`src/rtl/piece_mover.sv`:
```
// Active-piece engine: holds a BLOCKS-cell piece and performs collision-checked
// moves, rotation and gravity by probing the board one cell per cycle.
module piece_mover #(
  parameter int COLS        = 10,
  parameter int ROWS        = 20,
  parameter int XW          = 5,
  parameter int YW          = 6,
  parameter int BLOCKS      = 4,
  parameter int GRAVITY_DIV = 30
) (
  input  logic                 clk,
  input  logic                 reset,
  input  logic                 frame_tick,
  input  logic                 spawn,
  input  logic [BLOCKS*XW-1:0] spawn_x,
  input  logic [BLOCKS*YW-1:0] spawn_y,
  input  logic                 cmd_left,
  input  logic                 cmd_right,
  input  logic                 cmd_down,
  input  logic                 cmd_rotate,
  output logic [XW-1:0]        query_x,
  output logic [YW-1:0]        query_y,
  input  logic                 query_occ,
  output logic [BLOCKS*XW-1:0] piece_x,
  output logic [BLOCKS*YW-1:0] piece_y,
  output logic                 cmd_ready,
  output logic                 lock_valid,
  output logic                 game_over
);

  localparam int IW = (BLOCKS > 1) ? $clog2(BLOCKS) : 1;
  localparam int GW = (GRAVITY_DIV > 1) ? $clog2(GRAVITY_DIV) : 1;

  typedef enum logic [2:0] {S_IDLE, S_CHECK, S_COMMIT, S_READY, S_LOCK, S_OVER} state_t;
  typedef enum logic [1:0] {M_SPAWN, M_MOVE, M_DOWN} mode_t;
  typedef enum logic [2:0] {A_NONE, A_GRAV, A_ROT, A_LEFT, A_RIGHT, A_DOWN} act_t;

  state_t state, state_n;
  mode_t  mode;
  act_t   act;

  logic [IW-1:0]        idx;
  logic                 is_grav;
  logic [GW-1:0]        grav_cnt;
  logic                 grav_pending;
  logic                 grav_tick;
  logic                 grav_wrap;
  logic                 cell_fail;

  logic signed [XW:0]   cand_x [BLOCKS];
  logic signed [YW:0]   cand_y [BLOCKS];
  logic signed [XW:0]   new_x  [BLOCKS];
  logic signed [YW:0]   new_y  [BLOCKS];

  int xi, yi, pxi, pyi, nxi, nyi;

  function automatic logic cell_ok(input logic signed [XW:0] x, input logic signed [YW:0] y);
    return (int'(x) >= 0) && (int'(x) < COLS) && (int'(y) >= 0) && (int'(y) < ROWS);
  endfunction

  always_comb begin
    act = A_NONE;
    if (grav_pending)    act = A_GRAV;
    else if (cmd_rotate) act = A_ROT;
    else if (cmd_left)   act = A_LEFT;
    else if (cmd_right)  act = A_RIGHT;
    else if (cmd_down)   act = A_DOWN;

    // Candidate cells: spawn coordinates in IDLE, otherwise the selected move
    pxi = int'(piece_x[XW +: XW]);
    pyi = int'(piece_y[YW +: YW]);
    xi  = 0;
    yi  = 0;
    nxi = 0;
    nyi = 0;
    for (int i = 0; i < BLOCKS; i++) begin
      xi  = int'(piece_x[i*XW +: XW]);
      yi  = int'(piece_y[i*YW +: YW]);
      nxi = xi;
      nyi = yi;
      case (act)
        A_ROT: begin
          nxi = pxi - (yi - pyi);
          nyi = pyi + (xi - pxi);
        end
        A_LEFT:         nxi = xi - 1;
        A_RIGHT:        nxi = xi + 1;
        A_GRAV, A_DOWN: nyi = yi + 1;
        default: ;
      endcase
      if (state == S_IDLE) begin
        nxi = int'(spawn_x[i*XW +: XW]);
        nyi = int'(spawn_y[i*YW +: YW]);
      end
      new_x[i] = nxi[XW:0];
      new_y[i] = nyi[YW:0];
    end
  end

  always_comb begin
    state_n    = state;
    query_x    = '0;
    query_y    = '0;
    cmd_ready  = 1'b0;
    lock_valid = 1'b0;
    game_over  = 1'b0;
    cell_fail  = !cell_ok(cand_x[idx], cand_y[idx]) || query_occ;
    case (state)
      S_IDLE:   if (spawn) state_n = S_CHECK;
      S_READY: begin
        cmd_ready = 1'b1;
        if (act != A_NONE) state_n = S_CHECK;
      end
      S_CHECK: begin
        query_x = cand_x[idx][XW-1:0];
        query_y = cand_y[idx][YW-1:0];
        if (cell_fail) begin
          case (mode)
            M_MOVE:  state_n = S_READY;
            M_DOWN:  state_n = S_LOCK;
            default: state_n = S_OVER;
          endcase
        end else if (idx == IW'(BLOCKS - 1)) begin
          state_n = S_COMMIT;
        end
      end
      S_COMMIT: state_n = S_READY;
      S_LOCK: begin
        lock_valid = 1'b1;
        state_n    = S_IDLE;
      end
      S_OVER:   game_over = 1'b1;
      default:  state_n = S_IDLE;
    endcase
  end

  assign grav_tick = frame_tick && (state == S_READY || state == S_CHECK || state == S_COMMIT);
  assign grav_wrap = grav_cnt == GW'(GRAVITY_DIV - 1);

  always_ff @(posedge clk) begin
    if (reset) begin
      state        <= S_IDLE;
      mode         <= M_SPAWN;
      idx          <= '0;
      is_grav      <= 1'b0;
      grav_cnt     <= '0;
      grav_pending <= 1'b0;
      piece_x      <= '0;
      piece_y      <= '0;
    end else begin
      state <= state_n;
      case (state)
        S_IDLE: if (spawn) begin
          mode    <= M_SPAWN;
          is_grav <= 1'b0;
          idx     <= '0;
        end
        S_READY: if (act != A_NONE) begin
          mode    <= (act == A_GRAV || act == A_DOWN) ? M_DOWN : M_MOVE;
          is_grav <= (act == A_GRAV);
          idx     <= '0;
        end
        S_CHECK: if (!cell_fail) idx <= idx + 1'b1;
        S_COMMIT: begin
          for (int i = 0; i < BLOCKS; i++) begin
            piece_x[i*XW +: XW] <= cand_x[i][XW-1:0];
            piece_y[i*YW +: YW] <= cand_y[i][YW-1:0];
          end
        end
        default: ;
      endcase

      if (state == S_IDLE && spawn) grav_cnt <= '0;
      else if (grav_tick)           grav_cnt <= grav_wrap ? '0 : grav_cnt + 1'b1;

      // A fresh gravity event outranks clearing the one just consumed
      if (grav_tick && grav_wrap)                                grav_pending <= 1'b1;
      else if ((state == S_COMMIT && is_grav) || state == S_LOCK) grav_pending <= 1'b0;
    end
  end

  always_ff @(posedge clk) begin
    if ((state == S_IDLE && spawn) || (state == S_READY && act != A_NONE)) begin
      for (int i = 0; i < BLOCKS; i++) begin
        cand_x[i] <= new_x[i];
        cand_y[i] <= new_y[i];
      end
    end
  end

endmodule
```
`config.mk`:
```
export PLATFORM = sky130hd
export DESIGN_NAME = piece_mover
export DESIGN_NICKNAME = d
export VERILOG_FILES = /design/src/rtl/piece_mover.sv
export SDC_FILE = /design/constraint.sdc
export NUM_CORES = 1
export LEC_CHECK = 0
export ABC_AREA = 1
export BUFFER_PORTS_ARGS = -buffer_cell sky130_fd_sc_hd__buf_2
export CORE_ASPECT_RATIO = 2
export CORE_UTILIZATION = 59
export CTS_BUF_LIST = sky130_fd_sc_hd__clkbuf_16
export DETAILED_ROUTE_END_ITERATION = 10
export MAX_ROUTING_LAYER = met4
export PLACE_DENSITY = 0.81
export REMOVE_ABC_BUFFERS = 1
export SLEW_MARGIN = 20
export SYNTH_ARGS = -nofsm -noshare
export SYNTH_HDL_FRONTEND = slang
export SYNTH_SLANG_ARGS = --single-unit
```
`constraint.sdc`:
```
create_clock -name clk -period 4.05 [get_ports clk]
set_input_delay 0.405 -clock clk [delete_from_list [all_inputs] [get_ports clk]]
set_output_delay 0.405 -clock clk [all_outputs]
set_load 0.02 [all_outputs]
```
======== Word level (Yosys, flattened, before mapping) ========
Memory sizes are Yosys's and may differ from the RTL's. A register that Yosys moved wholly into a read port is not among the register bits.
Cells that the tools add are included.
Widths: inputs -> output; s select.
cells by class
  bitwise operators ....................... 1
  eq/ne operators ......................... 18
  multiplexer cells ....................... 51
  $lt $le $gt $ge ......................... 4
  add/sub/neg operators ................... 30
  reductions and logical operators ........ 25
operators by type and width
  cell                 count
  $pmux 6 s3           4
  $pmux 7 s2           4
  $sub 6x6->6          8
  $mux 6               5
  $add 6x1->7 const B  4
  $add 7x6->7          4
  $mux 7               4
  $mux 3               9
  $add 5x1->6 const B  4
  $sub 5x1->6 const B  4
  $sub 5x5->6          4
  $mux 2               9
  $pmux 3 s5           1
  $eq 3x2->1 const B   4
  $eq 3x3->1 const B   4
  $mux 5               2
  $mux 1               9
  $logic_and 1x1->1    8
  $reduce_and 4->1     2
  $ge 7x1->1 const B   1
  $lt 7x6->1 const B   1
  $eq 3x1->1 const B   2
  $ge 6x1->1 const B   1
  $logic_or 1x1->1     6
  other kinds (20)     25
storage, ports and cells
  memories ................................ 2
  word-level logic and storage cells ...... 137
  flip-flop bits (word level) ............. 14
  bits of input ports ..................... 53
  output and inout bits ................... 58
  bits in writable memories ............... 52
memory list
  name    words  width  read ports  clocked after Yosys merged registers in  wr ports  line  text
  cand_y  4      7      5           5                                        4         51    logic signed [YW:0] cand_y [BLOCKS];
  cand_x  4      6      5           5                                        4         50    logic signed [XW:0] cand_x [BLOCKS];

======== Logic depth before layout (Yosys ltp) ========
  depth in word-level cells ............... 10
  mapped depth ............................ 17

======== Worst setup path before layout ========
No wires, ideal clock.
  path kind ............................... flip-flop to flip-flop
  start point ............................. reg piece_x[6], read port of cand_x
  end point ............................... mem cand_y[0][6] (netlist name), data pin
  period minus slack after synthesis ...... 2,861 ps
  setup slack ............................. 1,189 ps
  data required time ...................... 3,903 ps
  buffers on the path ..................... 0
  cell stages (with the launch flop) ...... 13
  library setup time ...................... 147 ps
  data arrival time ....................... 2,714 ps
  cell sequence ........................... dfxtp_1 -> inv_1 -> fa_1 -> inv_1 -> fa_1 -> inv_1 -> nand3_1 -> nand2_1 -> nand2_1 -> a21oi_1 -> nor3_1 -> or2_2 -> a21oi_1
RTL lines
  what             line  text
  start, declared  24    output logic [BLOCKS*XW-1:0] piece_x,
  end, declared    51

==> flow_metrics.py <==
metrics = {
    "placement": {
        "hpwl_um": 20000,
        "numPortBuffers": 110,
        "gp_congestion": 0.981,
        "placed_area_sq_mm": 0.00954,
    },
    "power": {
        "powerDensity_mw_per_mm2": 363,
        "vdd_drop_max_mv": 0.243,
        "power.total_w": 0.00358,
        "p_leak_nw": 4.63,
    },
    "setup_path": {
        "criticalPathCategory": "reg2reg",
        "cp_max_fo": 13,
        "cp.arrival_ns": 3.31,
        "required_ns": 4.27,
        "endpoint_kind": "flop",
        "cp-start-kind": "flop",
    },
    "floorplanning": {
        "placeableCoreArea_sq_mm": 0.0145,
        "rows": 62,
        "die_x_um": 88.5,
        "dieArea_sq_mm": 0.0155,
        "initial_core_util_pct": 60.9,
        "ios": 111,
        "die_h_um": 175,
    },
    "routing": {
        "drt_iter0_drc": 677,
        "final_antenna_net_count": 0,
        "vias": 8830,
        "drt_wl_total_um": 27600,
        "routedWlPerCell_um": 18.5,
        "dr.pass1.iters": 5,
        "drcViolationCount": 0,
        "vias_per_cell": 5.93,
    },
    "timing": {
        "setup_tns_ns": 0,
        "period_minus_slack_ns": 3.08,
        "worstMarginPinSlew_ns": 0.830,
        "skew_ns": 0.0139,
        "relSlewSlack_pct": 44.6,
        "rsz0062_at_grt": "no",
        "max_freq_mhz": 324,
        "post-route-period-util_pct": 76.2,
        "slew_violations": 0,
        "setup_viol": 0,
        "final-hold-violation-count": 0,
    },
    "synth": {
        "synthesis.area_sq_mm": 0.00883,
        "yosysSeqAreaShare_pct": 31.3,
        "netlist-cell-type-count": 41,
        "postSynthCellCount": 1202,
        "ys_ff_latch": 112,
        "synth_area_per_cell_sq_um": 7.34,
        "async_reset_ff_share_pct": 0,
        "yosys_warnings": 0,
        "synth-edff-count": 52,
        "yosys_most_used_dff": "dfxtp_1",
    },
    "clock_tree": {
        "clockBufferDepth": 2,
        "cts_buffers": 9,
        "clock-root-buffer": "clkbuf_16",
        "cts_setup_buffers": 0,
        "cts.sinks": 112,
        "tritoncts": "built",
        "ctsHoldBuffers": 0,
        "clock_latency_ns": 0.37,
        "clk_pin_slew_worst_paths_ns": 0.09,
        "cts.htree.levels": 3,
        "cts_resized": 0,
    },
    "status": {
        "outcome": "finished clean",
    },
    "cells_and_area": {
        "drive_gt1_share_pct": 12.8,
        "final_area_sq_mm": 0.00986,
        "nNetsFinal": 1453,
        "antennaDiodeCount": 0,
        "final_util_pct": 68.0,
        "syn2layout_area_growth_pct": 11.7,
    },
    "grt": {
        "grt_pass1_wl_um": 43100,
        "grt_max_degree": 50,
        "antenna_found_initial": 0,
        "grt_usage_pct": 38.2,
        "gr-total-overflow": 0,
        "grt_pass1_vias": 8684,
    },
    "worst_hold_path": {
        "hold_path.class": "in2reg",
    },
    "run": {
        "cap_viol_max_count": 0,
    },
}
==> worst max-delay path, stage by stage, from the launching register on <==
cell and delay [ns]:
dfxtp_1 0.48, inv_1 0.38, fa_1 0.65, inv_1 0.07
fa_1 0.40, inv_1 0.09, nand3_1 0.07, nand2_1 0.09
nand2_1 0.07, a21oi_1 0.17, nor3_1 0.07, or2_2 0.29
a21oi_1 0.12
==> cells by family after synthesis <==
group / synth area share (%)
compound gates: 17.5
xor+xnor: 2.48
fa+ha+maj: 17.6
buf+inv: 10.1
flops: 31.3
simple gates: 21.0
==> path summary, 6_finish.rpt <==
| kind | from | depth (start not counted) | to | slack [ns] |
|---|---|---|---|---|
| max | piece_x[6] | 12 | cand_y[0][6] | 0.97 |
| min | reset | 2 | mode[0] | 0.31 |
| max reg2reg | piece_x[6] | 12 | cand_y[0][6] | 0.97 |
| min reg2reg | is_grav | 2 | is_grav | 0.47 |
==> cells in the final DEF, fill, tap and decap left out, drive strengths merged, types with 3 or more instances in the layout <==
cell type	n
o32ai	3
edfxtp	52
xnor2	11
o211ai	9
nand2b	4
xor2	14
fa	25
a31oi	10
o2111ai	3
buf	122
dfxtp	60
inv	190
clkbuf	10
ha	84
nor2	104
nand2	217
a41oi	5
a21oi	127
nand3	83
or2	15
a21o	3
nor3	6
o21ai	108
o22ai	9
nand4	9
==> state kept, by name, summed over array words and instances, names as in the netlist, named ones only <==
| name | count |
|---|---|
| is_grav | 1 |
| cand_y | 28 |
| cand_x | 24 |
| state | 3 |
| grav_cnt | 5 |
| piece_y | 24 |
| piece_x | 20 |
| mode | 2 |
| idx | 2 |
| grav_pending | 1 |
==> synth_stat cells (25+ instances only) <==
cell type  count  area (sq um)
nor2_1       101           379
nand3_1       83           415
ha_1          84          1050
a21oi_1      127           636
nand2_1      217           815
dfxtp_1       60          1200
edfxtp_1      52          1560
clkbuf_1      27           101
o21ai_0      106           531
fa_1          25           500
inv_1        182           683
==> power breakdown <==
group          total [W]  internal [W]  switching, W
clock           0.000992      0.000527      0.000465
combinational    0.00109      0.000334      0.000760
sequential       0.00149       0.00140     0.0000905
total            0.00358       0.00226       0.00131
==> layout make-up <==
type,instances,area [sq um]
inverters,187,702
multi-input cells,859,5180
repair buffers,122,653
flip-flops and latches,112,2760
clock inverters,6,70.1
well taps,192,240
fillers,1306,4640
clock buffers,10,250
==> metal layers <==
metal	routed length, um	global-route usage, %	up-vias
met5	0	-	-
met4	1900	26.5	0
met3	1780	4.68	139
met2	14300	63.8	471
met1	9570	40.7	4064
li1	-	-	4156
==> stage by stage <==
step / worst slack [ns] / hold WS, ns / cells
2_1_floorplan: 0.858 / 0.435 / 1158
3_3_place_gp: 0.997 / 0.449 / 1472
3_5_place_dp: 0.920 / 0.460 / 1472
4_1_cts: 0.979 / 0.304 / 1488
5_1_grt: 0.707 / 0.320 / 1488
6_report: 0.965 / 0.307 / 1488
Power figures use the tool's default switching activity.
